`src/rtl/uart_msg_sequencer_pkg.sv`:
```
// Purpose: shared token codes, ASCII constants and FSM encoding for the UART message sequencer.
// Latency: n/a (constants and pure helper functions only).
// Backpressure: n/a.
package uart_msg_sequencer_pkg;

  // Template ROM token codes (one byte per ROM word)
  localparam logic [7:0] TOK_END  = 8'h00;  // end of message
  localparam logic [7:0] TOK_DIG  = 8'h10;  // 0x10+k : live BCD digit k
  localparam logic [7:0] TOK_COND = 8'h18;  // 0x18+f : next two words A,B chosen by flag f
  localparam logic [7:0] TOK_MASK = 8'hF8;  // low 3 bits carry k / f

  localparam logic [7:0] ASCII_0 = 8'h30;
  localparam logic [7:0] ASCII_Q = 8'h3F;

  typedef enum logic [2:0] {
    ST_BOOT,
    ST_START,
    ST_FETCH,
    ST_DECODE,
    ST_SEND,
    ST_WAIT,
    ST_END,
    ST_GAP
  } state_t;

  function automatic logic is_dig_tok(input logic [7:0] t);
    return (t & TOK_MASK) == TOK_DIG;
  endfunction

  function automatic logic is_cond_tok(input logic [7:0] t);
    return (t & TOK_MASK) == TOK_COND;
  endfunction

endpackage

```
`src/rtl/uart_msg_sequencer_if.sv`:
```
// Purpose: byte handshake between the message sequencer and the UART transmitter.
// Latency: n/a (wires only).
// Backpressure: transmitter holds off the next byte simply by delaying tx_done.
// Signals: send_en (1-cycle start pulse), data_byte (held until tx_done), tx_done (1-cycle byte-finished pulse).
interface uart_msg_sequencer_if;
  logic       send_en;
  logic [7:0] data_byte;
  logic       tx_done;

  modport master (output send_en, output data_byte, input tx_done);
  modport slave  (input send_en, input data_byte, output tx_done);
endinterface

```
`src/rtl/uart_msg_sequencer_msg_rom.sv`:
```
// Purpose: template byte ROM plus per-message base address table; message layout lives here only.
// Latency: o_dat is registered (1 cycle after i_addr); o_base is combinational from i_idx.
// Backpressure: none, read every cycle.
// Ports: clk; i_addr ROM word address; i_idx message index; o_dat ROM word; o_base start address of message i_idx.
module msg_rom #(
  parameter int ADDR_W = 9,
  parameter int IDX_W  = 3
) (
  input  logic              clk,
  input  logic [ADDR_W-1:0] i_addr,
  input  logic [IDX_W-1:0]  i_idx,
  output logic [7:0]        o_dat,
  output logic [ADDR_W-1:0] o_base
);

  logic [7:0] r_dat;

  // Msg 0 @0  : "CLS(0);\r\n"              one-shot screen clear
  // Msg 1 @16 : "T:" d1 d0 "\r\n"
  // Msg 2 @32 : "F" {f0?D2:CE} {f1?'1':'0'} {f7?'A':'B'} d2 "\r\n"
  // Msg 3 @48 : "ABC\n"
  // Msg 4 @64 : filler with no terminator, ends on the length guard
  // Msg 5 @192: "ALM" d3 "\r\n"             alarm text
  function automatic logic [7:0] rom_word(input logic [ADDR_W-1:0] a);
    logic [7:0] w;
    int         ai;
    ai = int'(a);
    case (ai)
      0: w = 8'h43;  1: w = 8'h4C;  2: w = 8'h53;  3: w = 8'h28;  4: w = 8'h30;
      5: w = 8'h29;  6: w = 8'h3B;  7: w = 8'h0D;  8: w = 8'h0A;
      16: w = 8'h54; 17: w = 8'h3A; 18: w = 8'h11; 19: w = 8'h10; 20: w = 8'h0D; 21: w = 8'h0A;
      32: w = 8'h46; 33: w = 8'h18; 34: w = 8'hD2; 35: w = 8'hCE; 36: w = 8'h19; 37: w = 8'h31;
      38: w = 8'h30; 39: w = 8'h1F; 40: w = 8'h41; 41: w = 8'h42; 42: w = 8'h12; 43: w = 8'h0D;
      44: w = 8'h0A;
      48: w = 8'h41; 49: w = 8'h42; 50: w = 8'h43; 51: w = 8'h0A;
      192: w = 8'h41; 193: w = 8'h4C; 194: w = 8'h4D; 195: w = 8'h13; 196: w = 8'h0D; 197: w = 8'h0A;
      // 64..191: printable filler 0x40..0x5F, never a token or terminator
      default: w = (ai >= 64 && ai < 192) ? (8'h40 | {3'b000, a[4:0]}) : 8'h00;
    endcase
    return w;
  endfunction

  always_ff @(posedge clk) begin
    r_dat <= rom_word(i_addr);
  end

  assign o_dat = r_dat;

  always_comb begin
    o_base = '0;
    case (int'(i_idx))
      0:       o_base = ADDR_W'(0);
      1:       o_base = ADDR_W'(16);
      2:       o_base = ADDR_W'(32);
      3:       o_base = ADDR_W'(48);
      4:       o_base = ADDR_W'(64);
      5:       o_base = ADDR_W'(192);
      default: o_base = ADDR_W'(0);
    endcase
  end

endmodule

```
`src/rtl/uart_msg_sequencer.sv`:
```
// Purpose: streams templated messages from msg_rom to a UART tx, substituting live BCD digits and flag choices.
// Latency: first byte BOOT_CYC+3 clocks after reset; per byte FETCH/DECODE/SEND then WAIT for tx_done.
// Backpressure: one byte in flight; the next byte is fetched only after tx_done.
// Ports: clk, rst_n; digits (4*N_DIG BCD), flags (N_FLAG), alarm (level); tx (master side of byte
//        handshake); busy (message in progress); msg_idx (message being / last sent).
module uart_msg_sequencer
  import uart_msg_sequencer_pkg::*;
#(
  parameter int N_MSG      = 6,
  parameter int LOOP_START = 1,
  parameter int ALARM_MSG  = 5,
  parameter int N_DIG      = 8,
  parameter int N_FLAG     = 4,
  parameter int ADDR_W     = 9,
  parameter int BOOT_CYC   = 200_000,
  parameter int GAP_CYC    = 1_000,
  parameter int MAX_LEN    = 64
) (
  input  logic                     clk,
  input  logic                     rst_n,
  input  logic [4*N_DIG-1:0]       digits,
  input  logic [N_FLAG-1:0]        flags,
  input  logic                     alarm,
  uart_msg_sequencer_if.master     tx,
  output logic                     busy,
  output logic [$clog2(N_MSG)-1:0] msg_idx
);

  localparam int IDX_W  = $clog2(N_MSG);
  localparam int BCNT_W = $clog2(MAX_LEN + 1);

  localparam logic [31:0]       BOOT_LAST = 32'(BOOT_CYC - 1);
  localparam logic [31:0]       GAP_LAST  = 32'(GAP_CYC - 1);
  localparam logic [IDX_W-1:0]  LAST_IDX  = IDX_W'(N_MSG - 1);
  localparam logic [IDX_W-1:0]  LOOP_IDX  = IDX_W'(LOOP_START);
  localparam logic [IDX_W-1:0]  ALARM_IDX = IDX_W'(ALARM_MSG);
  localparam logic [BCNT_W-1:0] MAX_BC    = BCNT_W'(MAX_LEN);

  state_t              r_state;
  logic [31:0]         r_cnt;
  logic [ADDR_W-1:0]   r_addr;
  logic [BCNT_W-1:0]   r_bcnt;
  logic [1:0]          r_cond_ph;   // 0: normal token, 1: expecting A, 2: expecting B
  logic                r_cond_sel;
  logic [7:0]          r_cond_a;
  logic [7:0]          r_data;
  logic                r_send_en;
  logic                r_busy;
  logic [IDX_W-1:0]    r_msg_idx;
  logic [IDX_W-1:0]    r_seq_idx;   // position in the regular rotation; alarm service does not advance it
  logic [4*N_DIG-1:0]  r_dig_sh;
  logic [N_FLAG-1:0]   r_flag_sh;
  logic                r_alarm_s1, r_alarm_s2, r_alarm_d, r_alarm_latch;

  logic [7:0]          w_rom;
  logic [ADDR_W-1:0]   w_base;
  logic [7:0]          w_flag_ext;
  logic [7:0]          w_dig_ok;
  logic [3:0]          w_dig_arr [8];
  logic [2:0]          w_tok_lo;
  logic                w_alarm_edge;
  logic                w_serve;
  logic                w_take_alarm;
  logic [IDX_W-1:0]    w_seq_next;

  msg_rom #(.ADDR_W(ADDR_W), .IDX_W(IDX_W)) u_rom (
    .clk    (clk),
    .i_addr (r_addr),
    .i_idx  (r_msg_idx),
    .o_dat  (w_rom),
    .o_base (w_base)
  );

  // Token low bits can name digits/flags beyond what is wired; those read as absent.
  for (genvar g = 0; g < 8; g++) begin : g_ext
    if (g < N_FLAG) begin : g_flag
      assign w_flag_ext[g] = r_flag_sh[g];
    end else begin : g_noflag
      assign w_flag_ext[g] = 1'b0;
    end
    if (g < N_DIG) begin : g_dig
      assign w_dig_arr[g] = r_dig_sh[4*g +: 4];
      assign w_dig_ok[g]  = 1'b1;
    end else begin : g_nodig
      assign w_dig_arr[g] = 4'h0;
      assign w_dig_ok[g]  = 1'b0;
    end
  end

  assign w_tok_lo     = w_rom[2:0];
  assign w_alarm_edge = r_alarm_s2 & ~r_alarm_d;
  assign w_serve      = (r_state == ST_GAP) && (r_cnt == GAP_LAST);
  // An edge arriving on the very boundary cycle is served right away.
  assign w_take_alarm = r_alarm_latch | w_alarm_edge;
  assign w_seq_next   = (r_seq_idx == LAST_IDX) ? LOOP_IDX : r_seq_idx + 1'b1;

  always_ff @(posedge clk or negedge rst_n) begin
    if (!rst_n) begin
      r_alarm_s1    <= 1'b0;
      r_alarm_s2    <= 1'b0;
      r_alarm_d     <= 1'b0;
      r_alarm_latch <= 1'b0;
    end else begin
      r_alarm_s1 <= alarm;
      r_alarm_s2 <= r_alarm_s1;
      r_alarm_d  <= r_alarm_s2;
      if (w_serve && w_take_alarm) r_alarm_latch <= 1'b0;
      else if (w_alarm_edge)       r_alarm_latch <= 1'b1;
    end
  end

  always_ff @(posedge clk or negedge rst_n) begin
    if (!rst_n) begin
      r_state    <= ST_BOOT;
      r_cnt      <= '0;
      r_addr     <= '0;
      r_bcnt     <= '0;
      r_cond_ph  <= 2'd0;
      r_cond_sel <= 1'b0;
      r_cond_a   <= 8'h00;
      r_data     <= 8'h00;
      r_send_en  <= 1'b0;
      r_busy     <= 1'b0;
      r_msg_idx  <= '0;
      r_seq_idx  <= '0;
      r_dig_sh   <= '0;
      r_flag_sh  <= '0;
    end else begin
      case (r_state)
        ST_BOOT: begin
          if (r_cnt == BOOT_LAST) begin
            r_cnt   <= '0;
            r_state <= ST_START;
          end else begin
            r_cnt <= r_cnt + 32'd1;
          end
        end
        ST_START: begin
          // Shadow copies keep one message self-consistent while inputs move.
          r_dig_sh  <= digits;
          r_flag_sh <= flags;
          r_addr    <= w_base;
          r_bcnt    <= '0;
          r_cond_ph <= 2'd0;
          r_busy    <= 1'b1;
          r_state   <= ST_FETCH;
        end
        ST_FETCH: r_state <= ST_DECODE;
        ST_DECODE: begin
          case (r_cond_ph)
            2'd1: begin
              r_cond_a  <= w_rom;
              r_addr    <= r_addr + 1'b1;
              r_cond_ph <= 2'd2;
              r_state   <= ST_FETCH;
            end
            2'd2: begin
              // SEND's address increment then steps past B.
              r_data    <= r_cond_sel ? r_cond_a : w_rom;
              r_cond_ph <= 2'd0;
              r_send_en <= 1'b1;
              r_state   <= ST_SEND;
            end
            default: begin
              if (w_rom == TOK_END || r_bcnt == MAX_BC) begin
                r_busy  <= 1'b0;
                r_state <= ST_END;
              end else if (is_cond_tok(w_rom)) begin
                r_cond_sel <= w_flag_ext[w_tok_lo];
                r_addr     <= r_addr + 1'b1;
                r_cond_ph  <= 2'd1;
                r_state    <= ST_FETCH;
              end else begin
                if (is_dig_tok(w_rom))
                  r_data <= w_dig_ok[w_tok_lo] ? {ASCII_0[7:4], w_dig_arr[w_tok_lo]} : ASCII_Q;
                else
                  r_data <= w_rom;
                r_send_en <= 1'b1;
                r_state   <= ST_SEND;
              end
            end
          endcase
        end
        ST_SEND: begin
          r_send_en <= 1'b0;
          r_bcnt    <= r_bcnt + 1'b1;
          r_addr    <= r_addr + 1'b1;
          r_state   <= ST_WAIT;
        end
        ST_WAIT: if (tx.tx_done) r_state <= ST_FETCH;
        ST_END: begin
          r_cnt   <= '0;
          r_state <= ST_GAP;
        end
        ST_GAP: begin
          if (w_serve) begin
            r_cnt   <= '0;
            r_state <= ST_START;
            if (w_take_alarm) begin
              r_msg_idx <= ALARM_IDX;
            end else begin
              r_msg_idx <= w_seq_next;
              r_seq_idx <= w_seq_next;
            end
          end else begin
            r_cnt <= r_cnt + 32'd1;
          end
        end
        default: r_state <= ST_BOOT;
      endcase
    end
  end

  assign tx.send_en   = r_send_en;
  assign tx.data_byte = r_data;
  assign busy         = r_busy;
  assign msg_idx      = r_msg_idx;

endmodule

```
`src/flat_wrapper.sv`:
```
// flat-port wrapper written by rule: the top's interface ports become plain ports
module uart_msg_sequencer_flat import uart_msg_sequencer_pkg::*;
#(
  parameter int N_MSG      = 6,
  parameter int LOOP_START = 1,
  parameter int ALARM_MSG  = 5,
  parameter int N_DIG      = 8,
  parameter int N_FLAG     = 4,
  parameter int ADDR_W     = 9,
  parameter int BOOT_CYC   = 200_000,
  parameter int GAP_CYC    = 1_000,
  parameter int MAX_LEN    = 64
)
  (clk, rst_n, digits, flags, alarm, busy, msg_idx, tx_send_en, tx_data_byte, tx_tx_done);
  uart_msg_sequencer_if tx_i ();
  input  logic clk;
  input  logic rst_n;
  input  logic [4*N_DIG-1:0] digits;
  input  logic [N_FLAG-1:0] flags;
  input  logic alarm;
  output logic busy;
  output logic [$clog2(N_MSG)-1:0] msg_idx;
  output wire logic [$bits(tx_i.send_en)-1:0] tx_send_en;
  output wire logic [$bits(tx_i.data_byte)-1:0] tx_data_byte;
  input wire logic [$bits(tx_i.tx_done)-1:0] tx_tx_done;
  assign tx_send_en = tx_i.send_en;
  assign tx_data_byte = tx_i.data_byte;
  assign tx_i.tx_done = tx_tx_done;
  uart_msg_sequencer #(.N_MSG(N_MSG), .LOOP_START(LOOP_START), .ALARM_MSG(ALARM_MSG), .N_DIG(N_DIG), .N_FLAG(N_FLAG), .ADDR_W(ADDR_W), .BOOT_CYC(BOOT_CYC), .GAP_CYC(GAP_CYC), .MAX_LEN(MAX_LEN)) u_core (.clk(clk), .rst_n(rst_n), .digits(digits), .flags(flags), .alarm(alarm), .tx(tx_i), .busy(busy), .msg_idx(msg_idx));
endmodule
```
`config.mk`:
```
export PLATFORM = sky130hd
export DESIGN_NAME = uart_msg_sequencer_flat
export DESIGN_NICKNAME = d
export VERILOG_FILES = /design/src/rtl/uart_msg_sequencer_pkg.sv /design/src/rtl/uart_msg_sequencer_if.sv /design/src/rtl/uart_msg_sequencer_msg_rom.sv /design/src/rtl/uart_msg_sequencer.sv /design/src/flat_wrapper.sv
export SDC_FILE = /design/constraint.sdc
export NUM_CORES = 1
export LEC_CHECK = 0
export CORE_ASPECT_RATIO = 0.75
export CORE_MARGIN = 3
export CORE_UTILIZATION = 52
export CTS_CLUSTER_SIZE = 25
export DETAILED_ROUTE_END_ITERATION = 6
export GPL_TIMING_DRIVEN = 0
export PLACE_DENSITY = 0.75
export SLEW_MARGIN = 20
export SYNTH_ARGS = -nofsm -noshare
export SYNTH_HDL_FRONTEND = slang
export SYNTH_SLANG_ARGS = --single-unit
```
`constraint.sdc`:
```
create_clock -name clk -period 2.25 [get_ports clk]
set_clock_uncertainty 0.1 [all_clocks]
set_input_delay 0.45 -clock clk [delete_from_list [all_inputs] [get_ports clk]]
set_output_delay 0.45 -clock clk [all_outputs]
set_load 0.02 [all_outputs]
```
; Word level (Yosys, flattened, before mapping)
; Memories as Yosys holds them, arrays and structs flattened. A register that Yosys moved wholly into a read port is not among the register bits.
; Cells that the tools add are included.
; Widths: inputs -> output; s select.
[totals]
register_bits = 126
mem_bits_ro = 8
inputBits = 40
out_inout_bits = 13
wordCells = 184
memories = 1
[op_classes]
addsub = 4
order_cmp = 4
eq_ne = 72
mux = 45
bitwise_logic = 8
reduce_logical = 31
[mem_list]
columns = memory, depth, width, read_ports, rd_ports_with_merged_regs, wr, line_no
row1 = (name not given), 8, 1, 1, 1, 0, uart_msg_sequencer.sv:175  ; r_data <= w_dig_ok[w_tok_lo] ? {ASCII_0[7:4], w_dig_arr[w_tok_lo]} : ASCII_Q;
[op_table]
columns = cell, count
row1 = $pmux 8 s25, 1
row2 = $eq 9x6->1 const B, 17
row3 = $pmux 32 s3, 1
row4 = $mux 32, 2
row5 = $eq 9x5->1 const B, 6
row6 = $eq 9x8->1 const B, 6
row7 = $pmux 8 s5, 1
row8 = $eq 9x3->1 const B, 4
row9 = $add 32x1->32 const B, 1
row10 = $eq 32x10->1 const B, 1
row11 = $eq 32x18->1 const B, 1
row12 = $mux 8, 4
row13 = $pmux 9 s3, 1
row14 = $pmux 3 s8, 1
row15 = $eq 3x3->1 const B, 7
row16 = $mux 3, 7
row17 = $eq 9x2->1 const B, 2
row18 = $mux 9, 2
row19 = $pmux 9 s2, 1
row20 = $pmux 8 s2, 1
row21 = $reduce_and 4->1, 4
row22 = $pmux 7 s2, 1
row23 = $bmux 4 s3, 1
row24 = $eq 3x2->1 const B, 4
row25 = other kinds (45), 87

; Longest topological paths before layout
[logic_depth]
depth_word = 9
depth_mapped = 9
depth_no_buf = 7

; Hierarchy
; A second synthesis with hierarchy kept.
[unflattened]
cells_unflattened = 771
area_unflattened_um2 = 6931.6
[modules_own_cells]
columns = module, instances, cells_per_inst, area_each_um2, seq_area_each_um2
row1 = uart_msg_sequencer, 1, 630, 5925.7, 2952.8
row2 = msg_rom, 1, 141, 1006.0, 160.2

; Least setup slack after synthesis
; No wires, ideal clock.
[synth_timing]
path_type = reg2reg
startpoint = register u_core.r_cnt[13]
endpoint = register u_core.r_seq_idx[2]
setup_time_ps = 127
t_arrival_ps = 1936
t_required_ps = 2023
setup_slack_ps = 86
stages_incl_launch_ff = 6
path_buffers = 1
synth_period_minus_slack_ps = 2164
path_cell_list = dfrtp_1 > or4_1 > buf_2 > nor4_4 > nand3_2 > mux2_1
[synth_via]
elab_chain_cells = 3
[synth_rtl]
columns = item, line_no
row1 = "start, declared", uart_msg_sequencer.sv:40  ; logic [31:0] r_cnt;
row2 = "start signal, assigned", uart_msg_sequencer.sv:135  ; r_cnt <= r_cnt + 32'd1;
row3 = "start signal, assigned", uart_msg_sequencer.sv:206  ; r_cnt <= r_cnt + 32'd1;
row4 = $eq 32x10->1, uart_msg_sequencer.sv:92  ; assign w_serve = (r_state == ST_GAP) && (r_cnt == GAP_LAST);
row5 = $logic_and 1x1->1, uart_msg_sequencer.sv:92
row6 = $reduce_and 3->1 (no line), n/a
row7 = "end signal, assigned", uart_msg_sequencer.sv:203  ; r_seq_idx <= w_seq_next;
row8 = "end, declared", uart_msg_sequencer.sv:50  ; logic [IDX_W-1:0] r_seq_idx;
; Every way passes these cells.
; A chain may end at the register's enable or synchronous reset.

; Final worst setup path
[layout_timing]
startpoint = register u_core.r_cnt[8]
endpoint = register u_core.r_cnt[8]
[layout_via]
elab_chain_cells = 4
word_cells_on_any_way = 7
cone_classes = add/sub (1) / eq/ne (2) / mux (3) / reduce/logical (1)
[layout_rtl]
columns = item, line_no
row1 = "parallel branches: the longest is 3 deep, another holds $add 32x1->32", n/a
row2 = $pmux 32 s3 (*), uart_msg_sequencer.sv:129  ; case (r_state)
; Mark *: on every way between the ends.

==> results.md <==
- Largest family of logic cells by synthesized area: simple AND/OR/NAND/NOR gates
- Failing checks: negative setup slack
- RSZ-0062 raised after global routing: true
- Synth Area in Compound Gates: 0.122
- Final setup vio count: 19
- Final TNS setup: -0.754 ns
- Htree depth: 4
- R2R setup slack: -0.07 ns
- Ranking of synthesized cells by area: dfrtp_1 42%, nand2_1 8.6%, nor2_1 4.3%
- Hold crit path type: reg -> reg
- Die Height: 106 um
- Post-DRT Antenna Nets: 0
- Status: finished with violations
- Drt first pass iters: 6
- Fin worst setup slack: -0.0727 ns
- Area grow syn2layout: 27.4%
- CTS Root Cell: clkbuf_16
- Critical path buffers and inverters: 3
- Share of cells above drive strength 1: 0.182
- Initial Util: 0.550
- HP Start: u_core.r_alarm_s1
- TritonCTS Buffers: 17
- Cell variety after synth: 75
- Pin count of the biggest net entering global routing: 65
- Fmax: 431 MHz
- Starting DRT DRC Count: 643
- CTS sink cnt: 126
- I/O Buffers: 52
- Worst-Margin Slew: 0.615 ns
- Peak supply drop: 0.000528 V
- DRC: 0
- Congestion Overflow GR: 0
- Longest Clk Path Bufs: 2
- Core footprint: 0.0127 mm2
- Largest stage delay, worst path: 0.50 ns
- Max Cap Viol: 0
- Post-synth EDFFs: 0
- Top Ports: 53
- Post-Synthesis Cell Area: 0.00696 mm2
- Via Count: 6532
- Vias/cell: 6.27
- Area occupied by multi-input gates: 0.00389 mm2
- Syn nets: 824
- Hold violation count in the final report: 0
- Post-Syn Instances: 772
- Cell area power density: 608 mW/mm2
- Register bit total from synthesis: 126
- # fillers: 942
- Clk_lat worst skew: 0.43 ns
- Final period util: 1.03
- RR Startpoint: u_core.r_cnt[8]
- Leakage Power: 3.73 nW
- Hold EP: u_core.r_alarm_s2
- Reg clk slew, reported paths: 0.07 ns
- Synth top area share: 0.424
- Crit-path slowest cell: or4b_4
- Initial antenna violation count: 0
- Synth Warn #: 0
- RR Endpoint: u_core.r_cnt[8]
- Seq/Total Area, Yosys: 0.447
- R2r worst-path depth: 8
- Min cycle time layout: 2.32 ns
- Gp weighted congestion: 0.933
- Die area: 0.0148 mm2
- Syn avg cell area: 9.02 um2
- Data arrival time of the worst path: 2.53 ns
- Synth Area in Simple Gates: 0.262
- Worst path top cell family by delay: simple AND/OR/NAND/NOR gates
- Row cnt: 35
- Critical path required time: 2.46 ns
- Crit path max fanout: 10
- Vias in the first global route: 6241
- DP HPWL: 13.7 mm
- Kind of critical path: reg -> reg
- Antenna diode count: 0
- Crit end category: flip-flop
- Max Slew Vio Count: 0
- DRT Wirelength: 20.4 mm
- Min-Delay Path Depth: 0
- Leading area contributor after synthesis: dfrtp_1
- Final core occ: 0.701
- Max-slew headroom: 0.590
- Total track usage: 0.273
- Nets: 914
- Synth Flop Type: dfrtp_1
- Register cell area after layout: 0.00312 mm2
- Proportion of synthesized area in mux cells: 0.0661
- First-pass GRT wire length: 32.1 mm
- Worst-path cell chain: or4b_4 > buf_4 > nor4_4 > a2bb2oi_1 > o22ai_2 > buf_6 > buf_6 > nor2_1
- Die Width: 140 um
- Critical Path Most Common Cell: buf_6
- Synth Area in XOR/XNOR: 0.0440
- Adder-cell area share of the yosys netlist: 0.0216
- Routed len/inst: 19.6 um
- Startpoint Class: flip-flop
- CTS tree: built
- Async set-reset flop share out of synthesis: 0.937
[area by class of cell]
type	instances	share of cell area
well taps	166	0.0234
flip-flops and latches	126	0.352
clock buffers	17	0.0480
plain buffers	41	0.0261
clock inverters	15	0.0234
inverters	18	0.00762
repair buffers	75	0.0814
multi-input cells	583	0.439
[through the flow]
| stage | power, mW | worst slack (ns) | instances | cell area, um2 | hold WS, ns |
|---|---|---|---|---|---|
| 3_3_place_gp | 2.42 | -3.86 | 990 | 7690 | 0.246 |
| 6_report | 5.39 | -0.0727 | 1041 | 8870 | 0.257 |
| 3_5_place_dp | 2.43 | -0.338 | 991 | 7720 | 0.246 |
| 4_1_cts | 5.41 | -0.0393 | 1030 | 8530 | 0.259 |
| 2_1_floorplan | 2.31 | 0.0860 | 772 | 6960 | 0.0544 |
| 5_1_grt | 5.53 | -0.172 | 1041 | 8870 | 0.260 |
[Yosys cell counts (6+ instances only)]
cell and count:
a211o_1 6, a21oi_1 20, a22o_1 6, and3_1 6
buf_2 7, clkbuf_1 32, dfrtp_1 118, dfxtp_1 8
ha_1 12, inv_1 18, mux2_2 12, mux2i_1 10
mux4_2 9, nand2_1 160, nand2b_1 7, nand3_1 27
nand4_1 11, nor2_1 79, nor3_1 23, nor4_1 16
nor4b_1 8, o21ai_0 36, xnor2_1 28, xor2_1 7
[flip-flops by register name (all words and copies together), names as in the netlist]
name                  flops
u_core.r_cond_ph          2
u_core.r_alarm_d          1
u_core.r_seq_idx          3
u_core.msg_idx            3
u_core.tx.data_byte       8
u_core.r_cnt             32
u_core.tx.send_en         1
u_core.r_cond_sel         1
u_core.r_state            3
u_core.busy               1
u_core.r_dig_sh          32
u_core.r_bcnt             7
u_core.r_alarm_s2         1
u_core.r_cond_a           8
u_core.r_alarm_latch      1
u_core.r_alarm_s1         1
u_core.r_addr             9
u_core.u_rom.o_dat        8
u_core.r_flag_sh          4
[per-layer routing]
metal	wire length, um	global-route usage
met5	0	0
met4	436	0.0802
met3	1780	0.0674
met2	8810	0.396
met1	9370	0.405
[how the worst max path moves through the flow]
| stage | depth (start not counted) | start | slack (ns) | end |
|---|---|---|---|---|
| finish | 8 | u_core.r_cnt[8] | -0.07 | u_core.r_cnt[8] |
| global route | 9 | u_core.r_cnt[10] | -0.17 | u_core.r_cnt[8] |
| CTS | 5 | u_core.r_cnt[6] | -0.04 | u_core.r_cnt[0] |
| detailed placement | 5 | u_core.r_cnt[26] | -0.34 | u_core.r_seq_idx[2] |
| global placement | 1 | rst_n | -3.86 | u_core.r_cond_a[1] |
| floorplan | 5 | u_core.r_cnt[13] | 0.09 | u_core.r_seq_idx[2] |
[worst register-to-register path, delay by kind of cell, from the launching register on]
family                 cells  cell delay [ns]
and+or+nand+nor            3             0.87
DFF                        1             0.44
buffers and inverters      3             0.47
AOI/OAI and AO/OA          2             0.32
[report_power, final]
part / internal (mW) / total (mW) / switching [mW]
Sequential: 2.27 / 2.27 / 0.000900
Combinational: 0.0660 / 0.121 / 0.0555
Clock: 1.87 / 3.00 / 1.13
[kinds of logic (layout without fill, tap and decap cells)]
| kind of cell | after synthesis | in the layout |
|---|---|---|
| and+or+nand+nor | 378 | 378 |
| DFF | 126 | 126 |
| AOI/OAI and AO/OA | 125 | 125 |
| buffers and inverters | 63 | 166 |
| xor gates and xnor gates | 35 | 35 |
| muxes | 33 | 33 |
| adders and majority gates | 12 | 12 |
[layout by cell type, fill, tap and decap left out, drive strengths merged, types with 6 or more instances in the layout]
cell and count:
mux4 9, a22o 6, nor3 24, inv 23, xor2 7, nand2b 7
dfxtp 8, mux2 14, clkbuf 49, o21ai 37, buf 32, nor4 17
nand2 160, clkdlybuf4s50 51, dfrtp 118, and3 7, xnor2 28, nor2 79
a211o 6, mux2i 10, ha 12, nand4 12, a21oi 20, nor4b 8
nand3 28
[repair_timing]
item | CTS | global route
setup endpoints to repair | 65 | 70
gates resized for setup | 33 | 68
cloned | 0 | 1
pin swaps | 6 | 9
endpoints found under the hold margin | 54 | 0
setup buffers | 8 | 12
hold buffers | 1 | 0
(Power assumes the default switching activity.)
